`config.mk`:
```
export PLATFORM = sky130hd
export DESIGN_NAME = layer_sequencer
export DESIGN_NICKNAME = d
export VERILOG_FILES = /design/src/rtl/layer_sequencer_pkg.sv /design/src/rtl/layer_sequencer_input_buffer.sv /design/src/rtl/layer_sequencer.sv
export SDC_FILE = /design/constraint.sdc
export NUM_CORES = 1
export LEC_CHECK = 0
export CAP_MARGIN = 10
export CORE_ASPECT_RATIO = 0.8
export CORE_MARGIN = 2
export CORE_UTILIZATION = 50
export CTS_BUF_LIST = sky130_fd_sc_hd__clkbuf_4
export DETAILED_ROUTE_END_ITERATION = 12
export HOLD_SLACK_MARGIN = 0.06
export PLACE_DENSITY_LB_ADDON = 0.15
export REMOVE_ABC_BUFFERS = 1
export SLEW_MARGIN = 20
export SYNTH_ARGS = -nofsm -noshare
export SYNTH_HDL_FRONTEND = slang
export SYNTH_HIERARCHICAL = 1
export SYNTH_SLANG_ARGS = --single-unit
```
`constraint.sdc`:
```
create_clock -name clk -period 3.7 [get_ports clk]
set_input_delay 0.74 -clock clk [delete_from_list [all_inputs] [get_ports clk]]
set_output_delay 0.74 -clock clk [all_outputs]
set_load 0.05 [all_outputs]
```
`src/rtl/layer_sequencer_pkg.sv`:
```
// Shared definitions for the fully-connected layer sequencer: FSM state
// encoding and the width of the neuron configuration word.
package layer_sequencer_pkg;

  localparam int CFG_WORD_W = 32;

  typedef enum logic [2:0] {
    ST_IDLE  = 3'd0,
    ST_CFG   = 3'd1,
    ST_FILL  = 3'd2,
    ST_BURST = 3'd3,
    ST_WAIT  = 3'd4,
    ST_DRAIN = 3'd5
  } state_e;

endpackage

```
`src/rtl/layer_sequencer_input_buffer.sv`:
```
// Holds one complete input vector: written in arrival order, then read back
// sequentially one sample per cycle while the burst is being replayed.
module seq_input_buffer #(
  parameter int NUM_WEIGHT = 5,
  parameter int DATA_WIDTH = 16
) (
  input  logic                  clk,
  input  logic                  rst_n,
  input  logic                  wr_en,
  input  logic [DATA_WIDTH-1:0] wr_data,
  input  logic                  rd_en,
  output logic                  wr_last,
  output logic                  rd_last,
  output logic [DATA_WIDTH-1:0] rd_data
);

  localparam int PW = (NUM_WEIGHT > 1) ? $clog2(NUM_WEIGHT) : 1;

  logic [PW-1:0]         wr_ptr_q, wr_ptr_d;
  logic [PW-1:0]         rd_ptr_q, rd_ptr_d;
  logic [DATA_WIDTH-1:0] mem_q [NUM_WEIGHT];
  logic [DATA_WIDTH-1:0] mem_d [NUM_WEIGHT];

  assign wr_last = (wr_ptr_q == PW'(NUM_WEIGHT - 1));
  assign rd_last = (rd_ptr_q == PW'(NUM_WEIGHT - 1));
  assign rd_data = mem_q[rd_ptr_q];

  always_comb begin
    wr_ptr_d = wr_ptr_q;
    rd_ptr_d = rd_ptr_q;
    mem_d    = mem_q;
    if (wr_en) begin
      mem_d[wr_ptr_q] = wr_data;
      wr_ptr_d        = wr_last ? '0 : wr_ptr_q + 1'b1;
    end
    if (rd_en) begin
      rd_ptr_d = rd_last ? '0 : rd_ptr_q + 1'b1;
    end
  end

  always_ff @(posedge clk or negedge rst_n) begin
    if (!rst_n) begin
      wr_ptr_q <= '0;
      rd_ptr_q <= '0;
    end else begin
      wr_ptr_q <= wr_ptr_d;
      rd_ptr_q <= rd_ptr_d;
    end
  end

  // Sample storage carries no reset; it is always written before being read.
  always_ff @(posedge clk) begin
    mem_q <= mem_d;
  end

endmodule

```
`src/rtl/layer_sequencer.sv`:
```
// Sequencer for one fully-connected layer: streams configuration words to the
// neuron array, then buffers, replays and collects one inference per vector.
module layer_sequencer
  import layer_sequencer_pkg::*;
#(
  parameter int LAYER_NO   = 0,
  parameter int NUM_NEURON = 4,
  parameter int NUM_WEIGHT = 5,
  parameter int DATA_WIDTH = 16,
  parameter int PRETRAINED = 0,
  parameter int TIMEOUT    = 64
) (
  input  logic                             clk,
  input  logic                             rst_n,
  input  logic                             cfg_valid,
  output logic                             cfg_ready,
  input  logic [CFG_WORD_W-1:0]            cfg_data,
  output logic                             weightValid,
  output logic                             biasValid,
  output logic [DATA_WIDTH-1:0]            weightValue,
  output logic [CFG_WORD_W-1:0]            biasValue,
  output logic [CFG_WORD_W-1:0]            config_layer_num,
  output logic [CFG_WORD_W-1:0]            config_neuron_num,
  input  logic                             in_valid,
  output logic                             in_ready,
  input  logic [DATA_WIDTH-1:0]            in_data,
  output logic [DATA_WIDTH-1:0]            nrn_input,
  output logic                             nrn_input_valid,
  input  logic [NUM_NEURON*DATA_WIDTH-1:0] nrn_out,
  input  logic [NUM_NEURON-1:0]            nrn_outvalid,
  output logic                             out_valid,
  input  logic                             out_ready,
  output logic [DATA_WIDTH-1:0]            out_data,
  output logic                             out_last,
  output logic                             cfg_done,
  output logic                             error
);

  localparam int WCW = $clog2(NUM_WEIGHT + 1);
  localparam int NCW = $clog2(NUM_NEURON + 1);
  localparam int IW  = (NUM_NEURON > 1) ? $clog2(NUM_NEURON) : 1;
  localparam int TCW = $clog2(TIMEOUT + 1);

  state_e                  state_q, state_d;
  logic [WCW-1:0]          w_cnt_q, w_cnt_d;
  logic [NCW-1:0]          n_cnt_q, n_cnt_d;
  logic [NCW-1:0]          cfg_nrn_q, cfg_nrn_d;
  logic [IW-1:0]           out_idx_q, out_idx_d;
  logic [TCW-1:0]          wait_cnt_q, wait_cnt_d;
  logic [NUM_NEURON-1:0]   mask_q, mask_d;
  logic                    weight_valid_q, weight_valid_d;
  logic                    bias_valid_q, bias_valid_d;
  logic [DATA_WIDTH-1:0]   weight_value_q, weight_value_d;
  logic [CFG_WORD_W-1:0]   bias_value_q, bias_value_d;
  logic                    cfg_last_q, cfg_last_d;
  logic                    cfg_done_q, cfg_done_d;
  logic                    error_q, error_d;
  logic [DATA_WIDTH-1:0]   res_q [NUM_NEURON];
  logic [DATA_WIDTH-1:0]   res_d [NUM_NEURON];

  logic                    cfg_req, cfg_acc, in_acc, is_bias;
  logic                    buf_wr_last, buf_rd_last;
  logic [DATA_WIDTH-1:0]   buf_rd_data;

  seq_input_buffer #(
    .NUM_WEIGHT (NUM_WEIGHT),
    .DATA_WIDTH (DATA_WIDTH)
  ) u_buf (
    .clk     (clk),
    .rst_n   (rst_n),
    .wr_en   (in_acc),
    .wr_data (in_data),
    .rd_en   (state_q == ST_BURST),
    .wr_last (buf_wr_last),
    .rd_last (buf_rd_last),
    .rd_data (buf_rd_data)
  );

  // A ROM-backed layer never opens the configuration path.
  assign cfg_req   = cfg_valid && (PRETRAINED == 0);
  assign cfg_ready = (state_q == ST_CFG);
  assign in_ready  = (state_q == ST_FILL) ||
                     ((state_q == ST_IDLE) && cfg_done_q && !cfg_req);
  assign cfg_acc   = cfg_valid && cfg_ready;
  assign in_acc    = in_valid && in_ready;
  assign is_bias   = (w_cnt_q == WCW'(NUM_WEIGHT));

  assign weightValid       = weight_valid_q;
  assign biasValid         = bias_valid_q;
  assign weightValue       = weight_value_q;
  assign biasValue         = bias_value_q;
  assign config_layer_num  = CFG_WORD_W'(LAYER_NO);
  assign config_neuron_num = CFG_WORD_W'(cfg_nrn_q);
  assign cfg_done          = cfg_done_q;
  assign error             = error_q;

  assign nrn_input_valid = (state_q == ST_BURST);
  assign nrn_input       = nrn_input_valid ? buf_rd_data : '0;
  assign out_valid       = (state_q == ST_DRAIN);
  assign out_data        = out_valid ? res_q[out_idx_q] : '0;
  assign out_last        = out_valid && (out_idx_q == IW'(NUM_NEURON - 1));

  always_comb begin
    state_d        = state_q;
    w_cnt_d        = w_cnt_q;
    n_cnt_d        = n_cnt_q;
    cfg_nrn_d      = cfg_nrn_q;
    out_idx_d      = out_idx_q;
    wait_cnt_d     = wait_cnt_q;
    mask_d         = mask_q;
    weight_valid_d = 1'b0;
    bias_valid_d   = 1'b0;
    weight_value_d = weight_value_q;
    bias_value_d   = bias_value_q;
    cfg_last_d     = 1'b0;
    cfg_done_d     = cfg_done_q || cfg_last_q;
    error_d        = error_q;
    res_d          = res_q;

    case (state_q)
      ST_IDLE: begin
        if (cfg_req)     state_d = ST_CFG;
        else if (in_acc) state_d = ST_FILL;
      end
      ST_CFG: begin
        if (cfg_acc) begin
          cfg_nrn_d = n_cnt_q;
          if (is_bias) begin
            bias_valid_d = 1'b1;
            bias_value_d = cfg_data;
            w_cnt_d      = '0;
            if (n_cnt_q == NCW'(NUM_NEURON - 1)) begin
              n_cnt_d    = '0;
              cfg_last_d = 1'b1;
              state_d    = ST_IDLE;
            end else begin
              n_cnt_d = n_cnt_q + 1'b1;
            end
          end else begin
            weight_valid_d = 1'b1;
            weight_value_d = cfg_data[DATA_WIDTH-1:0];
            w_cnt_d        = w_cnt_q + 1'b1;
          end
        end
      end
      ST_FILL: begin
        if (in_acc && buf_wr_last) state_d = ST_BURST;
      end
      ST_BURST: begin
        if (buf_rd_last) state_d = ST_WAIT;
      end
      ST_WAIT: begin
        mask_d = mask_q | nrn_outvalid;
        for (int k = 0; k < NUM_NEURON; k++) begin
          if (nrn_outvalid[k]) res_d[k] = nrn_out[k*DATA_WIDTH +: DATA_WIDTH];
        end
        // Completion is judged on the mask including this cycle's strobes.
        if (&mask_d) begin
          state_d    = ST_DRAIN;
          mask_d     = '0;
          wait_cnt_d = '0;
        end else if (wait_cnt_q == TCW'(TIMEOUT - 1)) begin
          error_d    = 1'b1;
          state_d    = ST_IDLE;
          mask_d     = '0;
          wait_cnt_d = '0;
        end else begin
          wait_cnt_d = wait_cnt_q + 1'b1;
        end
      end
      ST_DRAIN: begin
        if (out_ready) begin
          if (out_last) begin
            out_idx_d = '0;
            state_d   = ST_IDLE;
          end else begin
            out_idx_d = out_idx_q + 1'b1;
          end
        end
      end
      default: state_d = ST_IDLE;
    endcase
  end

  always_ff @(posedge clk or negedge rst_n) begin
    if (!rst_n) begin
      state_q        <= ST_IDLE;
      w_cnt_q        <= '0;
      n_cnt_q        <= '0;
      cfg_nrn_q      <= '0;
      out_idx_q      <= '0;
      wait_cnt_q     <= '0;
      mask_q         <= '0;
      weight_valid_q <= 1'b0;
      bias_valid_q   <= 1'b0;
      weight_value_q <= '0;
      bias_value_q   <= '0;
      cfg_last_q     <= 1'b0;
      cfg_done_q     <= (PRETRAINED != 0);
      error_q        <= 1'b0;
    end else begin
      state_q        <= state_d;
      w_cnt_q        <= w_cnt_d;
      n_cnt_q        <= n_cnt_d;
      cfg_nrn_q      <= cfg_nrn_d;
      out_idx_q      <= out_idx_d;
      wait_cnt_q     <= wait_cnt_d;
      mask_q         <= mask_d;
      weight_valid_q <= weight_valid_d;
      bias_valid_q   <= bias_valid_d;
      weight_value_q <= weight_value_d;
      bias_value_q   <= bias_value_d;
      cfg_last_q     <= cfg_last_d;
      cfg_done_q     <= cfg_done_d;
      error_q        <= error_d;
    end
  end

  // Result bank is pure data; it is only visible through the gated drain mux.
  always_ff @(posedge clk) begin
    res_q <= res_d;
  end

endmodule

```
Yosys cells after proc, flatten, opt, wreduce, memory -nomap -nowiden. Cells that the tools add are included.

Bits in registers: 228. Bits of input ports: 121. Output and inout bits: 153.

Add/subtract/negate cells: 6. Magnitude comparators: 4. Eq/ne operators: 20. Multiplexer cells: 42. Bitwise operators: 6. Reduce and logical (&&, ||, !) cells: 22.

Operators by type and width (number): 16-bit two-way mux (7); 80-bit bitwise mux (1); 16-bit binary-select mux with 3-bit select (1); 16-bit demux with 3-bit select (1); 3-bit two-way mux (15); 16-bit binary-select mux with 2-bit select (1); 3-bit case mux with 6 select lines (1); 3-bit == test (second input constant) (5); 7-bit two-way mux (2); 2-bit by 1-bit != test with 1-bit output (second input constant) (7); 3-bit by 1-bit adder with 3-bit output (second input constant) (4); 2-bit AND reduction (6); 1-bit two-way mux (10); 3-bit by 2-bit == test with 1-bit output (second input constant) (3); 3-bit AND reduction (3); 9-bit AND reduction (1); 4-bit greater-or-equal comparator (second input constant) (2); 4-bit two-way mux (2); 3-bit inverter with 4-bit output (2); 7-bit by 1-bit adder with 7-bit output (second input constant) (1); 7-bit by 6-bit == test with 1-bit output (second input constant) (1); 1-bit logical AND (7); 3-bit != test (second input constant) (2); 4-bit by 1-bit < comparator with 1-bit output (second input constant) (1); 12 further kinds (14).

Longest topological paths before layout.
Depth in word-level cells: 8. Mapped depth: 10.

Cells and area by module. The synthesis kept the hierarchy.

Modules (own cells, without submodules): layer_sequencer (times used 1, cells each 489, area each 6311.1 um2, seq. area each 3873.7 um2); seq_input_buffer (times used 1, cells each 194, area each 3434.5 um2, seq. area each 2552.4 um2).

Least setup slack after synthesis. No wires, ideal clock.

Path type: input-to-reg. From: input port cfg_valid. To: register u_buf/mem_q[0] in the netlist's numbering, enable pin. Setup time: 409 ps. Data arrival time: 3025 ps. Setup slack: 265 ps. Cell stages on the path: 6. Buffers on the path: 0. Cell sequence: inv_1 a21oi_1 nor2_1 and2_1 nand2_1 nor3_1.

Cells in the longest elaborated chain, start to end: 4.

RTL lines: start, declared (RTL line layer_sequencer.sv:15) `input logic cfg_valid,`; 1-bit zero test (RTL line layer_sequencer.sv:83) `((state_q == ST_IDLE) && cfg_done_q && !cfg_req);`; 1-bit logical AND (RTL line layer_sequencer.sv:83); 1-bit logical OR (RTL line layer_sequencer.sv:82) `assign in_ready = (state_q == ST_FILL) ||`; named net in_ready (RTL line layer_sequencer.sv:25) `output logic in_ready,`; 1-bit logical AND (RTL line layer_sequencer.sv:85) `assign in_acc = in_valid && in_ready;`; named net in_acc (RTL line layer_sequencer.sv:61) `logic cfg_req, cfg_acc, in_acc, is_bias;`; end signal, assigned (RTL line layer_sequencer_input_buffer.sv:53) `mem_q <= mem_d;`; end, declared (RTL line layer_sequencer_input_buffer.sv:21) `logic [DATA_WIDTH-1:0] mem_q [NUM_WEIGHT];`.

The timed path passes the listed nets, and every way through them passes these cells. A chain may end at the register's enable or synchronous reset.

Worst setup path after layout.
From: register state_q[1]. To: output port out_data[0].

Cells in the longest elaborated chain, start to end: 2.

RTL lines: start, declared (RTL line layer_sequencer.sv:44) `state_e state_q, state_d;`; start signal, assigned (RTL line layer_sequencer.sv:202) `state_q <= state_d;`; 3-bit == test (RTL line layer_sequencer.sv:99) `assign out_valid = (state_q == ST_DRAIN);`; 16-bit two-way mux (RTL line layer_sequencer.sv:100) `assign out_data = out_valid ? res_q[out_idx_q] : '0;`; end, declared (RTL line layer_sequencer.sv:33) `output logic [DATA_WIDTH-1:0] out_data,`.

No other way between the ends.

==> metrics.yaml <==
sta:
  final-hold-violation-count: 0
  maxSlewHeadroom: 0.408
  setup_viol: 0
  worstMarginPinSlew_ns: 0.887
  fin_setup_tns_ns: 0
  rsz0062_at_grt: "false"
  skew_ns: 0.0164
  timing.final.max_slew_violations: 0
  fin_crit_ns: 3.49
  timing.fmax_mhz: 287
  fin_ws_ns: 0.213
  fin_crit_sh: 0.943
global_routing:
  grt_first_pass_wirelength_um: 34000
  antenna_found_initial: 1
  grt_pass1_vias: 6524
  grt-ovfl-total: 0
  grt_max_degree: 85
  track_usage: 0.210
clock_network:
  clock_sinks: 228
  cts-root-buf: "clkbuf_4"
  path_clk_slew_ns: 0.06
  cts_tree: "yes"
  cts_max_path_buffers: 3
  clock_latency_ns: 0.66
  numCtsBuffers: 57
  htree_levels: 2
  postCtsHoldBufs: 0
critical_path:
  crit_required_ns: 2.96
  cp_max_fo: 19
  end_kind: "output pin"
  crit_chain: "and3b_2 > and2_1 > clkdlybuf4s50_1"
  crit_slowest_cell: "clkdlybuf4s50_1"
  cp_slowest_stage_delay_ns: 0.81
  worstSetupPathType: "register to output pin"
  reg2regPathDepth: 7
  path_buf_inv: 1
  reg2reg_from: "state_q[2]"
  critPathArrivalTime_ns: 2.75
  cp_top_family: "buffers and inverters"
  crit_path_start_kind: "register"
  rr_endpoint: "u_buf/mem_q[70]"
  rrSetupSlack_ns: 1.27
logic_synthesis:
  ys_ff_latch: 228
  synthCells: 683
  synth_area_leader_cell: "edfxtp_1"
  postSynth.asyncResetShare: 0.368
  ys.flop_type: "edfxtp_1"
  synth-seq-area-share: 0.659
  yosys.area.top_type_share: 0.444
  synthesis.area_um2: 9750
  avgSynthCellArea_um2: 14.3
  yosys_warnings: 6
  ys_types: 53
  synthTopCellsByArea: "edfxtp_1 (44%), dfrtp_1 (22%), buf_4 (5.0%)"
  synth_enable_flop_cells: 144
routing:
  ant_nets: 0
  first_pass_iters: 4
  first_iter_violations: 337
  routed_wirelength_um: 21600
  route.detailed.drc: 0
  routed-via-count: 6215
  vias_per_cell: 4.99
  post_drt_wl_per_cell_um: 17.3
layout:
  nNetsFinal: 1068
  register_area_um2: 6430
  areaGrowthSynthToFinish_pct: 30.1
  multiInputGateArea_um2: 2870
  drive_gt1_frac: 0.204
  final_cell_mix: "clkdlybuf4s50_1 (195), edfxtp_1 (144), nand2_1 (112), clkbuf_4 (94), dfrtp_1 (81)"
  layout_commonest_cell: "clkdlybuf4s50_1"
  fin_cells: 1245
  fillCellCount: 1412
placed_design:
  portBuffers: 212
  hpwlAfterDp_um: 14600
  placedCellCount: 1139
  dp_slack_ns: 0.602
  gp_congestion: 0.780
power:
  p_per_area_nw_per_um2: 791
  peakVddDrop_uv: 596
  leakage_uw: 0.00525
worst_hold_path:
  hp-class: "input pin to async pin"
floorplan:
  num_rows: 45
  dieArea_um2: 20600
  ios: 274
  core_area_um2: 19000
  die_h_um: 129
  start_util: 0.512
  die_w_um: 160
run_status:
  status: "completed"
job:
  maxCapViolations: 0
worst register-to-register path, cell delays in order, from the launching register on:
cell     delay (ns)
dfrtp_1        0.52
nor2_1         0.20
inv_1          0.09
nor2_1         0.13
and2_1         0.25
nor2b_1        0.28
and3_1         0.39
buf_4          0.27
flip-flops by register name (all words and copies together), names as in the netlist:
| register | cells |
|---|---|
| n_cnt_q | 3 |
| error | 1 |
| cfg_done | 1 |
| weightValue | 16 |
| cfg_nrn_q | 3 |
| cfg_last_q | 1 |
| w_cnt_q | 3 |
| res_q | 64 |
| u_buf/rd_ptr_q | 3 |
| out_idx_q | 2 |
| mask_q | 4 |
| biasValue | 32 |
| u_buf/mem_q | 80 |
| wait_cnt_q | 7 |
| biasValid | 1 |
| state_q | 3 |
| u_buf/wr_ptr_q | 3 |
| weightValid | 1 |
cell families (layout without fill, tap and decap cells):
group	count (synthesis)	count (layout)	share of synthesized area
muxes	68	68	0.105
AOI/OAI and AO/OA	65	65	0.0503
adders and majority gates	7	7	0.00899
xor gates and xnor gates	2	2	0.00180
DFF	228	228	0.659
buffers and inverters	100	343	0.0697
and+or+nand+nor	212	212	0.104
other	1	62	0.000385
power by group:
group | leakage (uW) | switching (uW) | total [uW] | internal, uW
logic | 0.00240 | 2610 | 4220 | 1610
registers | 0.00237 | 391 | 3550 | 3160
clock network | 0.000485 | 975 | 2260 | 1280
per-stage QoR:
step	utilization	hold slack (ns)	total power [uW]	instance area (um^2)
floorplan	-	0.410	6390	9340
finish	0.666	0.133	10000	12700
global placement	0.623	0.417	7740	11900
CTS	0.666	0.275	10100	12700
global route	0.666	0.128	10500	12700
detailed placement	0.623	0.415	7820	11900
worst max-delay path by stage:
stage                          end  slack (ns)  depth (start not counted)    startpoint
global route           out_data[0]        0.05                          4  out_idx_q[0]
finish                 out_data[0]        0.21                          3    state_q[1]
floorplan           u_buf/mem_q[0]        0.27                          6     cfg_valid
detailed placement        in_ready        0.60                          5     cfg_valid
global placement          in_ready        0.60                          5     cfg_valid
CTS                    out_data[0]       0.001                          4  out_idx_q[0]
synthesized netlist by cell type, drive strengths merged, types with 5 or more instances:
| cell | instances |
|---|---|
| a221o | 15 |
| a22o | 7 |
| nor2 | 26 |
| buf | 83 |
| nand3 | 10 |
| clkbuf | 5 |
| ha | 7 |
| edfxtp | 144 |
| o21ai | 15 |
| mux2i | 15 |
| mux4 | 17 |
| a21oi | 7 |
| and2 | 38 |
| mux2 | 36 |
| inv | 12 |
| nand2 | 113 |
| nor3 | 5 |
| dfrtp | 84 |
metal layers:
layer | up-vias | track usage | wire length, um
met5 | - | 0 | 0
met4 | 0 | 0.0673 | 336
met3 | 32 | 0.0741 | 1870
met2 | 256 | 0.347 | 10400
met1 | 3051 | 0.264 | 9020
li1 | 2876 | - | -
area by class of cell:
| type | count | share of cell area |
|---|---|---|
| timing repair buffer | 226 | 0.174 |
| clock inverter | 11 | 0.00770 |
| tap | 258 | 0.0255 |
| multi-input combinational | 415 | 0.227 |
| clock buffer | 94 | 0.0557 |
| sequential | 228 | 0.507 |
| inverter | 12 | 0.00355 |
| antenna | 1 | 0.000197 |
timing repair:
action	4_1_cts	5_1_grt
gates resized for setup	1	2
endpoints found under the setup margin	17	13
pin swaps	0	0
buffers inserted	0	0
(Power assumes the default switching activity.)
